### config.mk
export PLATFORM = sky130hd
export DESIGN_NAME = dmem_arbiter
export DESIGN_NICKNAME = d
export VERILOG_FILES = /design/src/rtl/dmem_arbiter.sv
export SDC_FILE = /design/constraint.sdc
export NUM_CORES = 1
export LEC_CHECK = 0
export ABC_AREA = 0
export ABC_CLOCK_PERIOD_IN_PS = 1400
export BUFFER_PORTS_ARGS = -buffer_cell sky130_fd_sc_hd__buf_2
export CAP_MARGIN = 20
export CELL_PAD_IN_SITES_DETAIL_PLACEMENT = 0
export CELL_PAD_IN_SITES_GLOBAL_PLACEMENT = 1
export CORE_MARGIN = 4
export CORE_UTILIZATION = 23
export DETAILED_ROUTE_END_ITERATION = 6
export PLACE_DENSITY_LB_ADDON = 0.05
export SKIP_LAST_GASP = 1
export SLEW_MARGIN = 10
export SYNTH_ARGS = -nofsm -noshare
export SYNTH_HDL_FRONTEND = slang
export SYNTH_SLANG_ARGS = --single-unit
export TNS_END_PERCENT = 1
### constraint.sdc
create_clock -name clock -period 1.4 [get_ports clock]
set_clock_uncertainty 0.1 [all_clocks]
set_input_delay 0.07 -clock clock [delete_from_list [all_inputs] [get_ports clock]]
set_output_delay 0.07 -clock clock [all_outputs]
set_load 0.01 [all_outputs]
### src/rtl/dmem_arbiter.sv
// ---------------------------------------------------------------------------
// dmem_arbiter
//   Shares one single-port data memory between the CPU MEM stage and a host
//   loader/debug port. The CPU is served combinationally (zero added latency)
//   while the arbiter is IDLE. The host gets bounded bursts in the HOST state.
//   A starvation guard forces a host grant after MAX_WAIT consecutive losses.
//
// Handshake semantics:
//   cpu_req is served in any cycle where cpu_stall is low. While cpu_stall is
//   high the CPU must hold its request unchanged. host_req is held by the host
//   until granted. Every cycle with host_req & host_gnt is exactly one host
//   access. host_rvalid pulses for one cycle, the cycle after a host read,
//   with the data in host_rdata.
//
// Ports:
//   clock, reset          : clock and synchronous active-high reset
//   cpu_req/we/addr/wdata : CPU access request (MEM stage)
//   cpu_stall, cpu_rdata  : CPU hold, and read data passed straight through
//   host_req/we/addr/wdata: host access request
//   host_gnt              : high in the HOST state
//   host_rdata/rvalid     : registered host read data and its valid pulse
//   mem_addr/wdata/we     : memory port
//   mem_rdata             : combinational memory read data
//   stat_stall_cycles     : CPU stall cycle counter (zero unless stats are built)
//   stat_host_acc         : host access counter (zero unless stats are built)
//   dbg_state             : current arbiter state (0 = IDLE, 1 = HOST)
//
// Optional build macro: DMEM_ARB_STATS_EN enables the saturating statistics
// counters. Without it both stat ports are tied to zero.
// ---------------------------------------------------------------------------
module dmem_arbiter #(
  parameter int AW        = 16,
  parameter int DW        = 16,
  parameter int MAX_BURST = 8,
  parameter int MAX_WAIT  = 4
) (
  input  logic          clock,
  input  logic          reset,
  input  logic          cpu_req,
  input  logic          cpu_we,
  input  logic [AW-1:0] cpu_addr,
  input  logic [DW-1:0] cpu_wdata,
  output logic          cpu_stall,
  output logic [DW-1:0] cpu_rdata,
  input  logic          host_req,
  input  logic          host_we,
  input  logic [AW-1:0] host_addr,
  input  logic [DW-1:0] host_wdata,
  output logic          host_gnt,
  output logic [DW-1:0] host_rdata,
  output logic          host_rvalid,
  output logic [AW-1:0] mem_addr,
  output logic [DW-1:0] mem_wdata,
  output logic          mem_we,
  input  logic [DW-1:0] mem_rdata,
  output logic [15:0]   stat_stall_cycles,
  output logic [15:0]   stat_host_acc,
  output logic          dbg_state
);

  localparam int BW = $clog2(MAX_BURST + 1);
  localparam int WW = $clog2(MAX_WAIT + 1);
  localparam logic [BW-1:0] BURST_MAX = BW'(MAX_BURST);
  localparam logic [WW-1:0] WAIT_LAST = WW'(MAX_WAIT - 1);

  typedef enum logic {
    ST_IDLE = 1'b0,
    ST_HOST = 1'b1
  } state_t;

  state_t        r_state;
  state_t        w_state_nxt;
  logic [BW-1:0] r_burst_cnt;
  logic [BW-1:0] w_burst_nxt;
  logic [BW-1:0] w_burst_inc;
  logic [WW-1:0] r_wait_cnt;
  logic [WW-1:0] w_wait_nxt;
  logic [DW-1:0] r_host_rdata;
  logic          r_host_rvalid;
  logic          w_serve_cpu;
  logic          w_serve_host;

  // Exactly one requester can own the port: the CPU only in IDLE, the host
  // only in HOST.
  assign w_serve_cpu  = (r_state == ST_IDLE) && cpu_req;
  assign w_serve_host = (r_state == ST_HOST) && host_req;

  // The count after this cycle's host access. It saturates, so a host that is
  // never asked to yield keeps streaming.
  assign w_burst_inc = (r_burst_cnt >= BURST_MAX) ? BURST_MAX
                                                  : r_burst_cnt + BW'(1);

  // State register.
  always_ff @(posedge clock) begin
    if (reset) begin
      r_state     <= ST_IDLE;
      r_burst_cnt <= '0;
      r_wait_cnt  <= '0;
    end else begin
      r_state     <= w_state_nxt;
      r_burst_cnt <= w_burst_nxt;
      r_wait_cnt  <= w_wait_nxt;
    end
  end

  // Next-state logic.
  always_comb begin
    w_state_nxt = r_state;
    w_burst_nxt = r_burst_cnt;
    w_wait_nxt  = r_wait_cnt;
    case (r_state)
      ST_IDLE: begin
        if (host_req) begin
          if (!cpu_req) begin
            w_state_nxt = ST_HOST;
            w_wait_nxt  = '0;
          end else if (r_wait_cnt == WAIT_LAST) begin
            // Host has lost MAX_WAIT times in a row. The CPU is still served
            // this cycle, but the host owns the port from the next cycle.
            w_state_nxt = ST_HOST;
            w_wait_nxt  = '0;
          end else begin
            w_wait_nxt = r_wait_cnt + WW'(1);
          end
        end else begin
          w_wait_nxt = '0;
        end
      end
      ST_HOST: begin
        if (!host_req) begin
          w_state_nxt = ST_IDLE;
          w_burst_nxt = '0;
        end else if (cpu_req && (w_burst_inc >= BURST_MAX)) begin
          // The access in this cycle completes, then the CPU gets the port.
          w_state_nxt = ST_IDLE;
          w_burst_nxt = '0;
        end else begin
          w_burst_nxt = w_burst_inc;
        end
      end
      default: begin
        w_state_nxt = ST_IDLE;
        w_burst_nxt = '0;
        w_wait_nxt  = '0;
      end
    endcase
  end

  // Output logic. The strobes are gated with reset so that a reset arriving
  // mid-burst blocks the write in that very cycle.
  always_comb begin
    cpu_stall = 1'b0;
    host_gnt  = 1'b0;
    mem_we    = 1'b0;
    mem_addr  = host_addr;
    mem_wdata = host_wdata;
    if (w_serve_cpu) begin
      mem_addr  = cpu_addr;
      mem_wdata = cpu_wdata;
    end
    if (!reset) begin
      host_gnt  = (r_state == ST_HOST);
      cpu_stall = (r_state == ST_HOST) && cpu_req;
      if (w_serve_cpu) begin
        mem_we = cpu_we;
      end else if (w_serve_host) begin
        mem_we = host_we;
      end
    end
  end

  // Host read data capture.
  always_ff @(posedge clock) begin
    if (reset) begin
      r_host_rdata  <= '0;
      r_host_rvalid <= 1'b0;
    end else begin
      r_host_rvalid <= w_serve_host && !host_we;
      if (w_serve_host && !host_we) begin
        r_host_rdata <= mem_rdata;
      end
    end
  end

  assign cpu_rdata   = mem_rdata;
  assign host_rdata  = r_host_rdata;
  assign host_rvalid = r_host_rvalid;
  assign dbg_state   = r_state;

`ifdef DMEM_ARB_STATS_EN
  logic [15:0] r_stat_stall;
  logic [15:0] r_stat_host;

  always_ff @(posedge clock) begin
    if (reset) begin
      r_stat_stall <= '0;
      r_stat_host  <= '0;
    end else begin
      if (cpu_stall && (r_stat_stall != 16'hFFFF)) begin
        r_stat_stall <= r_stat_stall + 16'd1;
      end
      if (w_serve_host && (r_stat_host != 16'hFFFF)) begin
        r_stat_host <= r_stat_host + 16'd1;
      end
    end
  end

  assign stat_stall_cycles = r_stat_stall;
  assign stat_host_acc     = r_stat_host;
`else
  assign stat_stall_cycles = 16'd0;
  assign stat_host_acc     = 16'd0;
`endif

endmodule
==> summary.txt <==
status: complete, but fails checks
failing checks: setup timing
final net count: 462
worst min path class: primary input to flip-flop
VDD IR max: 0.551 mV
leak pwr: 1.62 nW
endpoint class of the critical path: output pin
DP Worst Slack: 0.00244 ns
vias: 1,909
worst hold margin: 0.0668 ns
sink of the worst hold path: r_burst_cnt[3]$_SDFFE_PP0P_
Sequential Power Share: 36.9%
CTS Buf Count: 3
CP arrival: 1.48 ns
fill count: 820
Syn Inst Count: 208
critical path class: flip-flop to output pin
Sw Share: 29.2%
register area share after synthesis: 26.9%
Final Critical Period: 1.65 ns
largest net degree at the start of global routing: 36
fin worst setup slack: -0.255 ns
Clock Sinks: 25
FF+latch area: 504 sq um
# port buffers: 154
Clock transition at path regs: 0.09 ns
Final Max Slew Viols: 0
Hold Crit Start: host_req
Antenna Nets Post-Route: 0
share of post-route cells with drive strength above 1: 57.5%
Tot GR Track Use: 12.2%
P_int: 0.00140 W
Critical Path RT: 1.23 ns
CTS H-tree lvls: 1
area occupied by multi-input gates: 1090 sq um
Yosys warning count: 0
starting density of the core: 23.8%
Post-Synth Adder-Cell Area: 2.02%
pwr/cell area: 633 nW/um^2
Final setup viols: 35
DIE WIDTH: 97.9 um
maximum root-to-sink buffer count: 2
area leader, netlist: dfxtp_1
Netlist Area Pre-Place: 1860 sq um
final WL: 7.24 mm
Clock power frac: 22.0%
Synth area leaders: dfxtp_1 (27%), buf_4 (21%), mux2_2 (14%)
die area: 9580 sq um
main flop type after synthesis: dfxtp_1
post-synthesis mux area share: 21.2%
worst reg2reg startpoint: dbg_state$_SDFF_PP0_
max-cap violations: 0
Core Area: 7810 sq um
final hold viol count: 0
DPL Wire Length: 5.28 mm
routed len/inst: 15.3 um
Reg2Reg Depth: 6
clk_lat worst skew: 0.26 ns
fmax: 604 MHz
RSZ-0062 raised after global routing: yes
combinational power share: 41.1%
Vias/cell: 4.03
ANT cells: 0
initial antenna violation count: 0
Top Ports: 187
Critical Path Start Type: flip-flop
Remaining Overflow, GRT: 0
synthesized area per cell: 8.93 sq um
final cycle utilization of the critical path: 118%
flop-to-flop setup slack: 0 ns
CTS tree: yes
Post-synth EDFFs: 0
RR Endpoint: dbg_state$_SDFF_PP0_
crit-path max FO: 7
CTS root buf: clkbuf_8
Synth Register Bits: 25
RePlAce Congestion: 0.804
P&R area growth vs syn: 67.9%
num rows: 32
Synth Area in XOR/XNOR: 0%
synth unique cells: 36
compound-cell area share of the yosys netlist: 10.6%
NetSw: 0.000575 W
Hold Path Depth: 3
drt drc: 0
Pre-Repair DR Iteration Count: 4
initial DRC count: 41
Die Ht: 97.9 um
Post-synth ARST share: 0%
first-pass GRT wire length: 9.46 mm
Yosys top cell area share: 26.9%
combinational family with the most area after synthesis: buffers and inverters
Synth Area in Simple Gates: 13.4%
vias in the first global route: 1,777
[routing by layer]
metal	vias up	part of all wire [%]	wire length, um	track usage (%)
met5	-	0	0	0
met4	0	0.54	39	2.24
met3	2	7.4	539	3.00
met2	96	55	3980	24.6
met1	868	37	2690	12.7
li1	943	-	-	-
[kinds of logic after synthesis]
group | after synthesis
adder cells (fa/ha/maj) | 3
AO/OA/AOI/OAI | 30
multiplexers | 32
other | 1
flip-flops | 25
AND/OR/NAND/NOR | 52
buffers and inverters | 65
[final cells by class]
class | instances | area share, %
multi-input cells | 149 | 34.9
repair buffers | 189 | 42.8
clock buffers | 4 | 1.44
well taps | 102 | 4.09
flip-flops and latches | 25 | 16.2
inverters | 5 | 0.602
[how the worst max path moves through the flow]
stage,from,slack (ns),depth (start not counted),to
6_report,dbg_state$_SDFF_PP0_,-0.25,5,mem_addr[6]
5_1_grt,dbg_state$_SDFF_PP0_,-0.30,5,mem_addr[6]
4_1_cts,dbg_state$_SDFF_PP0_,-0.30,4,mem_addr[12]
3_5_place_dp,dbg_state$_SDFF_PP0_,0.002,4,mem_addr[12]
3_3_place_gp,dbg_state$_SDFF_PP0_,0.02,4,mem_addr[12]
2_1_floorplan,dbg_state$_SDFF_PP0_,0.09,4,r_burst_cnt[2]$_SDFFE_PP0P_
[worst max-delay path: stages (launching register included)]
cell and delay (ns):
dfxtp_4 0.36, nor2b_4 0.12, buf_12 0.15, clkbuf_16 0.16, mux2_4 0.30, buf_6 0.13
[Yosys cell counts (2+ instances only)]
master and n:
nand2_1 35, ha_1 3, nand2b_1 3, inv_1 5, nor3b_1 2, o21ai_0 2
mux2_4 9, buf_2 2, dfxtp_1 25, buf_6 3, buf_4 51, clkbuf_1 3
mux2_2 23, a21oi_1 18, nor2_1 3
[placed cells by master, fill, tap and decap left out, drive strengths merged, types with 3 or more instances in the layout]
master and instances:
mux2 32, ha 3, buf 170, dfxtp 25, nand2 35, nor2 3
conb 32, dlygate4sd3 16, a21oi 19, inv 5, clkbuf 7, nand2b 3
[stage by stage]
stage / total power [W] / area, sq um / utilization (%) / TNS [ns] / std cells
detailed placement: 0.00132 / 2520 / 32.3 / 0 / 445
finish: 0.00197 / 3120 / 40.0 / -8.07 / 474
CTS: 0.00181 / 2730 / 34.9 / -9.59 / 465
floorplan: 0.00115 / 1970 / - / 0 / 239
global route: 0.00208 / 3120 / 40.0 / -10.04 / 474
global placement: 0.00132 / 2520 / 32.3 / 0 / 445
[power groups by stage]
stage	Combinational, W	Clock, W	Sequential [W]
finish	0.000811	0.000434	0.000728
global route	0.000865	0.000489	0.000730
CTS	0.000610	0.000469	0.000730
detailed placement	0.000575	0	0.000746
global placement	0.000578	0	0.000746
floorplan	0.000403	0	0.000750
[sequential cells by signal (all words and copies together), names as in the netlist]
| register | flops |
|---|---|
| r_burst_cnt | 4 |
| r_wait_cnt | 3 |
| host_rdata | 16 |
| host_rvalid | 1 |
| dbg_state | 1 |
[timing repair]
action,4_1_cts,5_1_grt
endpoints found under the setup margin,35,36
gates cloned,0,6
gates resized for setup,0,52
hold buffers,16,0
buffers inserted,0,3
endpoints found under the hold margin,16,0
(Power assumes the default switching activity.)
